--- src/rtl/mem_access_ctrl.sv ---
// Single-access MAR/MDR/memory sequencer with two-requester arbitration.
// Optional wait-state abort is compiled in with `define MEM_TIMEOUT_EN.
module mem_access_ctrl #(
  parameter int DATA_PRIO   = 1,
  parameter int TIMEOUT_CYC = 15,
  parameter int TO_W        = 4
) (
  input  logic clk,
  input  logic clr,
  input  logic req0,
  input  logic wr0,
  input  logic req1,
  input  logic wr1,
  input  logic mem_ack,
  output logic gnt0,
  output logic gnt1,
  output logic MARin,
  output logic MDRin,
  output logic read,
  output logic mem_rd,
  output logic mem_wr,
  output logic done0,
  output logic done1,
  output logic err
);

  typedef enum logic [2:0] {
    S_IDLE     = 3'd0,
    S_ADDR     = 3'd1,
    S_WR_DATA  = 3'd2,
    S_MEM_WAIT = 3'd3,
    S_RD_LATCH = 3'd4,
    S_DONE     = 3'd5
  } state_t;

  if (2 ** TO_W <= TIMEOUT_CYC) begin : g_bad_to_w
    $error("TO_W too narrow to count to TIMEOUT_CYC");
  end

  state_t r_state;
  logic   r_dir;
  logic   r_gnt0;
  logic   r_gnt1;
  logic   r_marin;
  logic   r_mdrin;
  logic   r_read;
  logic   r_mem_rd;
  logic   r_mem_wr;
  logic   r_done0;
  logic   r_done1;
  logic   w_pick1;

`ifdef MEM_TIMEOUT_EN
  localparam logic [TO_W-1:0] TO_LAST = TO_W'(TIMEOUT_CYC - 1);
  logic [TO_W-1:0] r_to_cnt;
  logic            r_err;
`endif

  // req1 wins when it is alone or when ties go to the data side
  assign w_pick1 = req1 & ((DATA_PRIO != 32'sd0) | ~req0);

  // Access sequencer; every output is registered alongside the state it belongs to
  always_ff @(posedge clk) begin
    if (clr) begin
      r_state  <= S_IDLE;
      r_dir    <= 1'b0;
      r_gnt0   <= 1'b0;
      r_gnt1   <= 1'b0;
      r_marin  <= 1'b0;
      r_mdrin  <= 1'b0;
      r_read   <= 1'b0;
      r_mem_rd <= 1'b0;
      r_mem_wr <= 1'b0;
      r_done0  <= 1'b0;
      r_done1  <= 1'b0;
`ifdef MEM_TIMEOUT_EN
      r_to_cnt <= '0;
      r_err    <= 1'b0;
`endif
    end else begin
      r_marin  <= 1'b0;
      r_mdrin  <= 1'b0;
      r_read   <= 1'b0;
      r_mem_rd <= 1'b0;
      r_mem_wr <= 1'b0;
      r_done0  <= 1'b0;
      r_done1  <= 1'b0;
`ifdef MEM_TIMEOUT_EN
      r_err    <= 1'b0;
`endif
      case (r_state)
        S_IDLE: begin
          if (req0 | req1) begin
            r_state <= S_ADDR;
            r_marin <= 1'b1;
            r_gnt1  <= w_pick1;
            r_gnt0  <= ~w_pick1;
            r_dir   <= w_pick1 ? wr1 : wr0;
          end else begin
            r_state <= S_IDLE;
          end
        end
        S_ADDR: begin
          if (r_dir) begin
            r_state <= S_WR_DATA;
            r_mdrin <= 1'b1;
          end else begin
            r_state  <= S_MEM_WAIT;
            r_mem_rd <= 1'b1;
`ifdef MEM_TIMEOUT_EN
            r_to_cnt <= '0;
`endif
          end
        end
        S_WR_DATA: begin
          r_state  <= S_MEM_WAIT;
          r_mem_wr <= 1'b1;
`ifdef MEM_TIMEOUT_EN
          r_to_cnt <= '0;
`endif
        end
        S_MEM_WAIT: begin
          if (mem_ack) begin
            if (r_dir) begin
              r_state <= S_DONE;
              r_done0 <= r_gnt0;
              r_done1 <= r_gnt1;
            end else begin
              r_state <= S_RD_LATCH;
              r_read  <= 1'b1;
              r_mdrin <= 1'b1;
            end
          end
`ifdef MEM_TIMEOUT_EN
          else if (r_to_cnt == TO_LAST) begin
            // abort: skip the MDR load and report the error with done
            r_state <= S_DONE;
            r_done0 <= r_gnt0;
            r_done1 <= r_gnt1;
            r_err   <= 1'b1;
          end
`endif
          else begin
            r_state  <= S_MEM_WAIT;
            r_mem_rd <= ~r_dir;
            r_mem_wr <= r_dir;
`ifdef MEM_TIMEOUT_EN
            r_to_cnt <= r_to_cnt + TO_W'(1);
`endif
          end
        end
        S_RD_LATCH: begin
          r_state <= S_DONE;
          r_done0 <= r_gnt0;
          r_done1 <= r_gnt1;
        end
        S_DONE: begin
          r_state <= S_IDLE;
          r_gnt0  <= 1'b0;
          r_gnt1  <= 1'b0;
        end
        default: begin
          r_state <= S_IDLE;
          r_gnt0  <= 1'b0;
          r_gnt1  <= 1'b0;
        end
      endcase
    end
  end

  assign gnt0   = r_gnt0;
  assign gnt1   = r_gnt1;
  assign MARin  = r_marin;
  assign MDRin  = r_mdrin;
  assign read   = r_read;
  assign mem_rd = r_mem_rd;
  assign mem_wr = r_mem_wr;
  assign done0  = r_done0;
  assign done1  = r_done1;
`ifdef MEM_TIMEOUT_EN
  assign err    = r_err;
`else
  assign err    = 1'b0;
`endif

endmodule

--- config.mk ---
export PLATFORM = sky130hd
export DESIGN_NAME = mem_access_ctrl
export DESIGN_NICKNAME = d
export VERILOG_FILES = /design/src/rtl/mem_access_ctrl.sv
export SDC_FILE = /design/constraint.sdc
export NUM_CORES = 1
export LEC_CHECK = 0
export ABC_AREA = 1
export CAP_MARGIN = 40
export CORE_AREA = 2 2 39 41
export DETAILED_ROUTE_END_ITERATION = 8
export DIE_AREA = 0 0 41 43
export GPL_ROUTABILITY_DRIVEN = 0
export PLACE_DENSITY = 0.73
export SLEW_MARGIN = 25
export SYNTH_ARGS = -nofsm -noshare
export SYNTH_HDL_FRONTEND = slang
export SYNTH_SLANG_ARGS = --single-unit
--- constraint.sdc ---
create_clock -name clk -period 2 [get_ports clk]
set_input_delay 0.3 -clock clk [delete_from_list [all_inputs] [get_ports clk]]
set_output_delay 0.3 -clock clk [all_outputs]
set_load 0.05 [all_outputs]
==> results.rst, run 1 <==
.. list-table::
   :header-rows: 1

   * - Metric
     - Value
   * - Outcome
     - completed
   * - Core box area
     - 0.001384 mm2
   * - Relative contribution of the clock network to total power
     - 0.212
   * - Clock tree from TritonCTS
     - built
   * - Slowest Stage Delay on Critical Path
     - 0.81 ns
   * - Die Span Y
     - 43 um
   * - Avg Inst Size Synth
     - 7.386 um2
   * - Clock-pin transition on the worst setup and hold timing paths
     - 0.07 ns
   * - Number of flops mapped to enable cells by yosys
     - 0
   * - Row count
     - 14
   * - Die Wd
     - 41 um
   * - Number of synthesized register bits
     - 13
   * - Layout Nets
     - 98
   * - Number of buffers inserted by hold repair at cts
     - 0
   * - FF-to-FF path depth
     - 5
   * - Most frequent cell after synthesis
     - sky130_fd_sc_hd__nand2_1
   * - Most common library cells after synthesis
     - sky130_fd_sc_hd__nand2_1, sky130_fd_sc_hd__dfxtp_1, sky130_fd_sc_hd__inv_1, sky130_fd_sc_hd__nor2_1, sky130_fd_sc_hd__nand3_1
   * - Number of buffers created by CTS
     - 3
   * - Via Count
     - 504
   * - Final Cycle Share
     - 0.8656
   * - Register-to-register setup slack
     - 0.94 ns
   * - Number of instances resized during post-cts repair
     - 0
   * - Highest net fanout along the worst path
     - 3
   * - Post-CTS setup buffer count
     - 0
   * - Crit path to
     - gnt0
   * - DIE AREA
     - 0.001763 mm2
   * - Top Ports
     - 17
   * - Overall track demand over capacity in global routing
     - 0.1332
   * - Switching power total
     - 0.0002996 W
   * - Maximum root-to-sink buffer count
     - 2
   * - Reg-to-reg critical path endpoint
     - r_state[0]
   * - Total count of max-transition violations in the final report
     - 0
   * - Levels on crit path
     - 1
   * - Final setup TNS
     - 0 ns
   * - Unique cell type count in the Yosys netlist
     - 15
   * - Category of the worst setup path capture point
     - primary output
   * - Final Worst Setup Slack
     - 0.2689 ns
   * - Combinational share of power
     - 0.362
   * - Worst slack at placement
     - 0.5674 ns
   * - Clock period minus final worst setup slack
     - 1.731 ns
   * - Cell-internal power
     - 0.0004730 W
   * - DRC violations left
     - 0
   * - Ordered cell list for the critical path
     - clkdlybuf4s50_1
   * - CP startpoint kind
     - flop
   * - Antenna violations before repair
     - 0
   * - Share of the synthesized area in the top cell type
     - 0.4894
   * - Synth Cell Area
     - 531.8 um2
   * - Leading post-synthesis cells by cell area
     - sky130_fd_sc_hd__dfxtp_1, sky130_fd_sc_hd__nand2_1, sky130_fd_sc_hd__nand3_1
   * - Gate family responsible for the most delay along the worst path
     - buffers and inverters
   * - Final hold viol count
     - 0
   * - Final clock skew
     - 0.005462 ns
   * - Category of the critical setup timing path
     - reg2out
   * - Overflow left after global routing
     - 0
   * - Via density
     - 4.755
   * - Synth async-reset ratio
     - 0
   * - HP Class
     - reg2reg
   * - Cell taking the most area after synthesis
     - sky130_fd_sc_hd__dfxtp_1
   * - Critical path required time
     - 1.70 ns
   * - Cell at the root of the clock tree
     - sky130_fd_sc_hd__clkbuf_4
   * - Actual slew at the worst max-slew pin
     - 0.4963 ns
   * - Initial cell density of the core
     - 0.3843
   * - Sequential share of the synthesized area
     - 0.4894
   * - Setup repair after global routing missed its margin
     - false
   * - Crit path arrival time
     - 1.43 ns
   * - Origin of the worst setup path
     - gnt0
   * - Maximum number of pins on one net before global-route repair
     - 8
   * - Fraction of layout cells with a size suffix above 1
     - 0.1000
   * - Number of global-route vias before repair
     - 394
   * - CTS HTree Levels
     - 1
   * - RR Startpoint
     - r_state[2]
   * - Synth Flop Type
     - sky130_fd_sc_hd__dfxtp_1
   * - Peak VDD IR
     - 0.4756 mV
   * - Number of DRC markers in iteration 0
     - 7
   * - Switching power as a share of total power
     - 0.3878
   * - Number of antenna diodes
     - 0
   * - Leakage Power
     - 0.3245 nW
   * - Sum of buffers and inverters on the critical path
     - 1
   * - Number of routed nets with antenna violations
     - 0
   * - Fmax
     - 577.7 MHz
   * - Warnings, synthesis
     - 0
   * - Number of instances in the synthesized netlist
     - 72
   * - Half-perimeter wire length after detailed placement
     - 794.6 um
   * - Number of max-capacitance violations reported
     - 0
   * - Crit-path slowest cell
     - sky130_fd_sc_hd__clkdlybuf4s50_1
   * - Wire length of the first global-routing pass
     - 1504 um
   * - Area added between synthesis and finish
     - 35.53%
   * - Slew headroom
     - 0.6681
   * - Power density over cell area
     - 1072 mW/mm2
   * - First-pass detailed-route iteration total
     - 4
   * - Average detailed-routed wire length per instance
     - 9.623 um
   * - Synthesized netlist net count
     - 79
   * - Number of input and output port buffers inserted
     - 15
   * - Number of clock sinks
     - 13
   * - Post-Route WL
     - 1020 um
   * - Number of endpoints failing setup at the final stage
     - 0
   * - Part of the power in registers
     - 0.426
   * - Clock network latency to the later pin of the worst-skew pair
     - 0.28 ns
   * - Final core utilization
     - 0.5208
-- stage by stage --
step                      std cells  total power, W  hold slack (ns)  area (um2)
after floorplan                  72       0.0005341           0.3691       531.8
after global placement          102       0.0006092           0.4497       694.4
after detailed placement        102       0.0006139           0.4472       694.4
after CTS                       106       0.0007782           0.4594       720.7
after global routing            106       0.0008183           0.4840       720.7
final                           106       0.0007726           0.4567       720.7
-- cells in the final DEF, fill, tap and decap left out --
master                            netlist  layout
sky130_fd_sc_hd__nor2_4                 1       1
sky130_fd_sc_hd__a21oi_1                5       5
sky130_fd_sc_hd__o211ai_1               1       1
sky130_fd_sc_hd__nand4_1                1       1
sky130_fd_sc_hd__inv_2                  1       1
sky130_fd_sc_hd__nor2_1                 9       9
sky130_fd_sc_hd__clkdlybuf4s50_1        0      15
sky130_fd_sc_hd__clkbuf_4               0       3
sky130_fd_sc_hd__dfxtp_1               13      13
sky130_fd_sc_hd__inv_1                  9       9
sky130_fd_sc_hd__conb_1                 1       1
sky130_fd_sc_hd__nand2_2                3       3
sky130_fd_sc_hd__clkbuf_1               0       1
sky130_fd_sc_hd__o22ai_1                1       1
sky130_fd_sc_hd__nand3_1                8       8
sky130_fd_sc_hd__nand2_1               17      17
sky130_fd_sc_hd__nand3_2                1       1
-- area by class of cell --
cell class | instances | area [um2]
flip-flops and latches | 13 | 260.3
clock buffers | 4 | 26.28
well taps | 16 | 20.02
inverters | 10 | 37.54
repair buffers | 15 | 150.1
multi-input cells | 48 | 226.5
fillers | 140 | 663.1
-- sequential cells by signal (all words and copies together), names as in the netlist --
name / cells
done1: 1
mem_rd: 1
read: 1
r_dir: 1
r_state: 3
MDRin: 1
gnt1: 1
MARin: 1
mem_wr: 1
done0: 1
gnt0: 1
-- worst min-delay path, cell delays in order (launching register included) --
cell and delay (ns):
sky130_fd_sc_hd__dfxtp_1 0.32, sky130_fd_sc_hd__nand2_1 0.06, sky130_fd_sc_hd__nor2_1 0.03
-- cell families (layout without fill, tap and decap cells) --
| group | after synthesis | after routing | synth area share |
|---|---|---|---|
| AOI/OAI and AO/OA | 7 | 7 | 0.07295 |
| buffers and inverters | 11 | 29 | 0.08470 |
| and+or+nand+nor | 40 | 40 | 0.3459 |
| other | 1 | 1 | 0.007052 |
| DFF | 13 | 13 | 0.4894 |
-- power groups by stage --
stage | clock network [W] | logic [W] | registers [W]
finish | 0.000164 | 0.000280 | 0.000329
global route | 0.000178 | 0.000306 | 0.000334
CTS | 0.000170 | 0.000280 | 0.000328
detailed placement | 0 | 0.000280 | 0.000334
global placement | 0 | 0.000277 | 0.000332
floorplan | 0 | 0.000133 | 0.000401
-- worst min path at each step --
stage / start / endpoint / slack [ns] / cells after the start
5_1_grt: gnt0 / done0 / 0.48 / 2
2_1_floorplan: clr / gnt0 / 0.37 / 1
4_1_cts: gnt0 / done0 / 0.46 / 2
6_report: gnt0 / done0 / 0.46 / 2
3_3_place_gp: gnt0 / done0 / 0.45 / 2
3_5_place_dp: gnt0 / done0 / 0.45 / 2
-- routing by layer --
layer	GRT usage	share of wire	vias up
li1	-	-	262
met1	0.1569	0.45	217
met2	0.1781	0.45	20
met3	0.04712	0.058	5
met4	0.1200	0.046	0
met5	0	0	-
Power figures use the tool's default switching activity.
==> inputs of run 2 (changes only) <==
==> constraint.sdc (replaced) <==
create_clock -name clk -period 1.7 [get_ports clk]
set_input_delay 0.255 -clock clk [delete_from_list [all_inputs] [get_ports clk]]
set_output_delay 0.255 -clock clk [all_outputs]
set_load 0.05 [all_outputs]
==> results.rst, run 2 (synthesis results as in run 1) <==
.. list-table::
   :header-rows: 1

   * - Metric
     - Value
   * - Number of routed nets with antenna violations
     - 0
   * - Number of buffers created by CTS
     - 3
   * - Top Ports
     - 17
   * - Number of instances resized during post-cts repair
     - 0
   * - Fmax
     - 615.0 MHz
   * - Category of the worst setup path capture point
     - primary output
   * - First-pass detailed-route iteration total
     - 6
   * - Crit-path slowest cell
     - sky130_fd_sc_hd__clkdlybuf4s50_1
   * - Origin of the worst setup path
     - done0
   * - Wire length of the first global-routing pass
     - 1607 um
   * - DIE AREA
     - 0.001763 mm2
   * - Die Wd
     - 41 um
   * - HP Class
     - reg2reg
   * - Dpl cell area
     - 681.9 um2
   * - Die Span Y
     - 43 um
   * - Largest register by flop count
     - r_state
   * - Outcome
     - completed
   * - Highest net fanout along the worst path
     - 1
   * - Worst Hold Slack
     - 0.4676 ns
   * - Gate family responsible for the most delay along the worst path
     - buffers and inverters
   * - Fraction of layout cells with a size suffix above 1
     - 0.1556
   * - FF-to-FF path depth
     - 5
   * - CP startpoint kind
     - flop
   * - Half-perimeter wire length after detailed placement
     - 777.6 um
   * - Critical hold path startpoint
     - gnt0
   * - Reg-to-reg critical path endpoint
     - r_state[0]
   * - Register-to-register setup slack
     - 0.62 ns
   * - Terminating pin of the worst hold path
     - done0
   * - Cell at the root of the clock tree
     - sky130_fd_sc_hd__clkbuf_4
   * - Initial cell density of the core
     - 0.3843
   * - Final Worst Setup Slack
     - 0.07409 ns
   * - Setup repair after global routing missed its margin
     - false
   * - Final-layout fill cell count
     - 148
   * - Leakage Power
     - 0.3338 nW
   * - Power density over cell area
     - 1274 mW/mm2
   * - Clock network latency to the later pin of the worst-skew pair
     - 0.27 ns
   * - Maximum number of pins on one net before global-route repair
     - 8
   * - Overall track demand over capacity in global routing
     - 0.1381
   * - Post-CTS setup buffer count
     - 0
   * - RR Startpoint
     - r_state[2]
   * - DRC violations left
     - 0
   * - Overflow left after global routing
     - 0
   * - Number of antenna diodes
     - 0
   * - Slowest Stage Delay on Critical Path
     - 0.79 ns
   * - Final setup TNS
     - 0 ns
   * - Area added between synthesis and finish
     - 33.18%
   * - CTS HTree Levels
     - 1
   * - Number of endpoints failing setup at the final stage
     - 0
   * - Critical path required time
     - 1.44 ns
   * - Clock tree from TritonCTS
     - built
   * - Sum of buffers and inverters on the critical path
     - 1
   * - Crit path arrival time
     - 1.37 ns
   * - Row count
     - 14
   * - Area of the multi-input gates
     - 226.5 um2
   * - Clock period minus final worst setup slack
     - 1.626 ns
   * - Worst slack at placement
     - 0.3609 ns
   * - Number of input and output port buffers inserted
     - 15
   * - Commonest non-fill, non-tap cells in the layout
     - sky130_fd_sc_hd__nand2_1, sky130_fd_sc_hd__dfxtp_1, sky130_fd_sc_hd__clkdlybuf4s50_1
   * - Most common cell after layout, fill and taps aside
     - sky130_fd_sc_hd__nand2_1
   * - Via density
     - 4.783
   * - Number of global-route vias before repair
     - 433
   * - Max FFs per register
     - 3
   * - Antenna violations before repair
     - 0
   * - Layout Nets
     - 98
   * - Post-Route WL
     - 1007 um
   * - Final Cycle Share
     - 0.9564
   * - Peak VDD IR
     - 0.5487 mV
   * - Storage element area
     - 260.3 um2
   * - Number of max-capacitance violations reported
     - 0
   * - Category of the critical setup timing path
     - reg2out
   * - Final instance area
     - 708.2 um2
   * - Maximum root-to-sink buffer count
     - 2
   * - Clock-pin transition on the worst setup and hold timing paths
     - 0.07 ns
   * - Number of buffers inserted by hold repair at cts
     - 0
   * - Worst Hold Depth
     - 2
   * - Average detailed-routed wire length per instance
     - 9.500 um
   * - Final hold viol count
     - 0
   * - Number of DRC markers in iteration 0
     - 24
   * - Number of clock sinks
     - 13
   * - Ordered cell list for the critical path
     - clkdlybuf4s50_1
   * - Final clock skew
     - 0.003835 ns
   * - Total count of max-transition violations in the final report
     - 0
   * - Via Count
     - 507
   * - Core box area
     - 0.001384 mm2
run 2: cell types whose count changed in the layout (fill, tap and decap cells not counted):
cell and delta:
sky130_fd_sc_hd__clkdlybuf4s50_1 -5, sky130_fd_sc_hd__buf_4 +5
run 2: report_power, final:
part	switching (W)	internal (W)
combinational	0.000220	0.000108
clock	0.0000960	0.0000909
sequential	0.0000352	0.000352
total	0.000351	0.000551
run 2: through the flow:
step,instances,util,power [W]
detailed placement,102,0.4928,0.0007170
global route,106,0.5118,0.0009700
global placement,102,0.4928,0.0007107
finish,106,0.5118,0.0009019
floorplan,72,-,0.0006284
CTS,106,0.5118,0.0009088
run 2: tightest hold or removal path: cells and delay by family, from the launching register on:
family           cells  cell delay (ns)
AND/OR/NAND/NOR      2             0.11
flip-flops           1             0.33
run 2: final cells by class:
type                    instances  area share
well taps                      16     0.02827
flip-flops and latches         13      0.3675
clock buffers                   4     0.03710
repair buffers                 15      0.1943
multi-input cells              48      0.3198
inverters                      10     0.05300
run 2: worst max-delay path by stage:
stage / to / slack (ns) / cells after the start
2_1_floorplan: gnt0 / 0.76 / 2
3_3_place_gp: done1 / 0.37 / 1
3_5_place_dp: done0 / 0.36 / 1
4_1_cts: done0 / 0.06 / 1
5_1_grt: MARin / 0.01 / 1
6_report: done0 / 0.07 / 1
run 2: routing by layer:
metal	vias up	share of wire	track usage
met5	-	0	0
met4	0	0.014	0.1000
met3	2	0.079	0.07330
met2	21	0.46	0.1781
met1	221	0.44	0.1661
li1	263	-	-
==> inputs of run 3 (changes only) <==
--- a/config.mk
+++ b/config.mk
@@ -8,6 +8,7 @@
 export ABC_AREA = 1
 export CAP_MARGIN = 40
 export CORE_AREA = 2 2 39 41
+export CTS_CLUSTER_DIAMETER = 200
 export DETAILED_ROUTE_END_ITERATION = 8
 export DIE_AREA = 0 0 41 43
 export GPL_ROUTABILITY_DRIVEN = 0
==> results of run 3 <==
The final DEF is identical to that of run 2; final timing and power are the same.
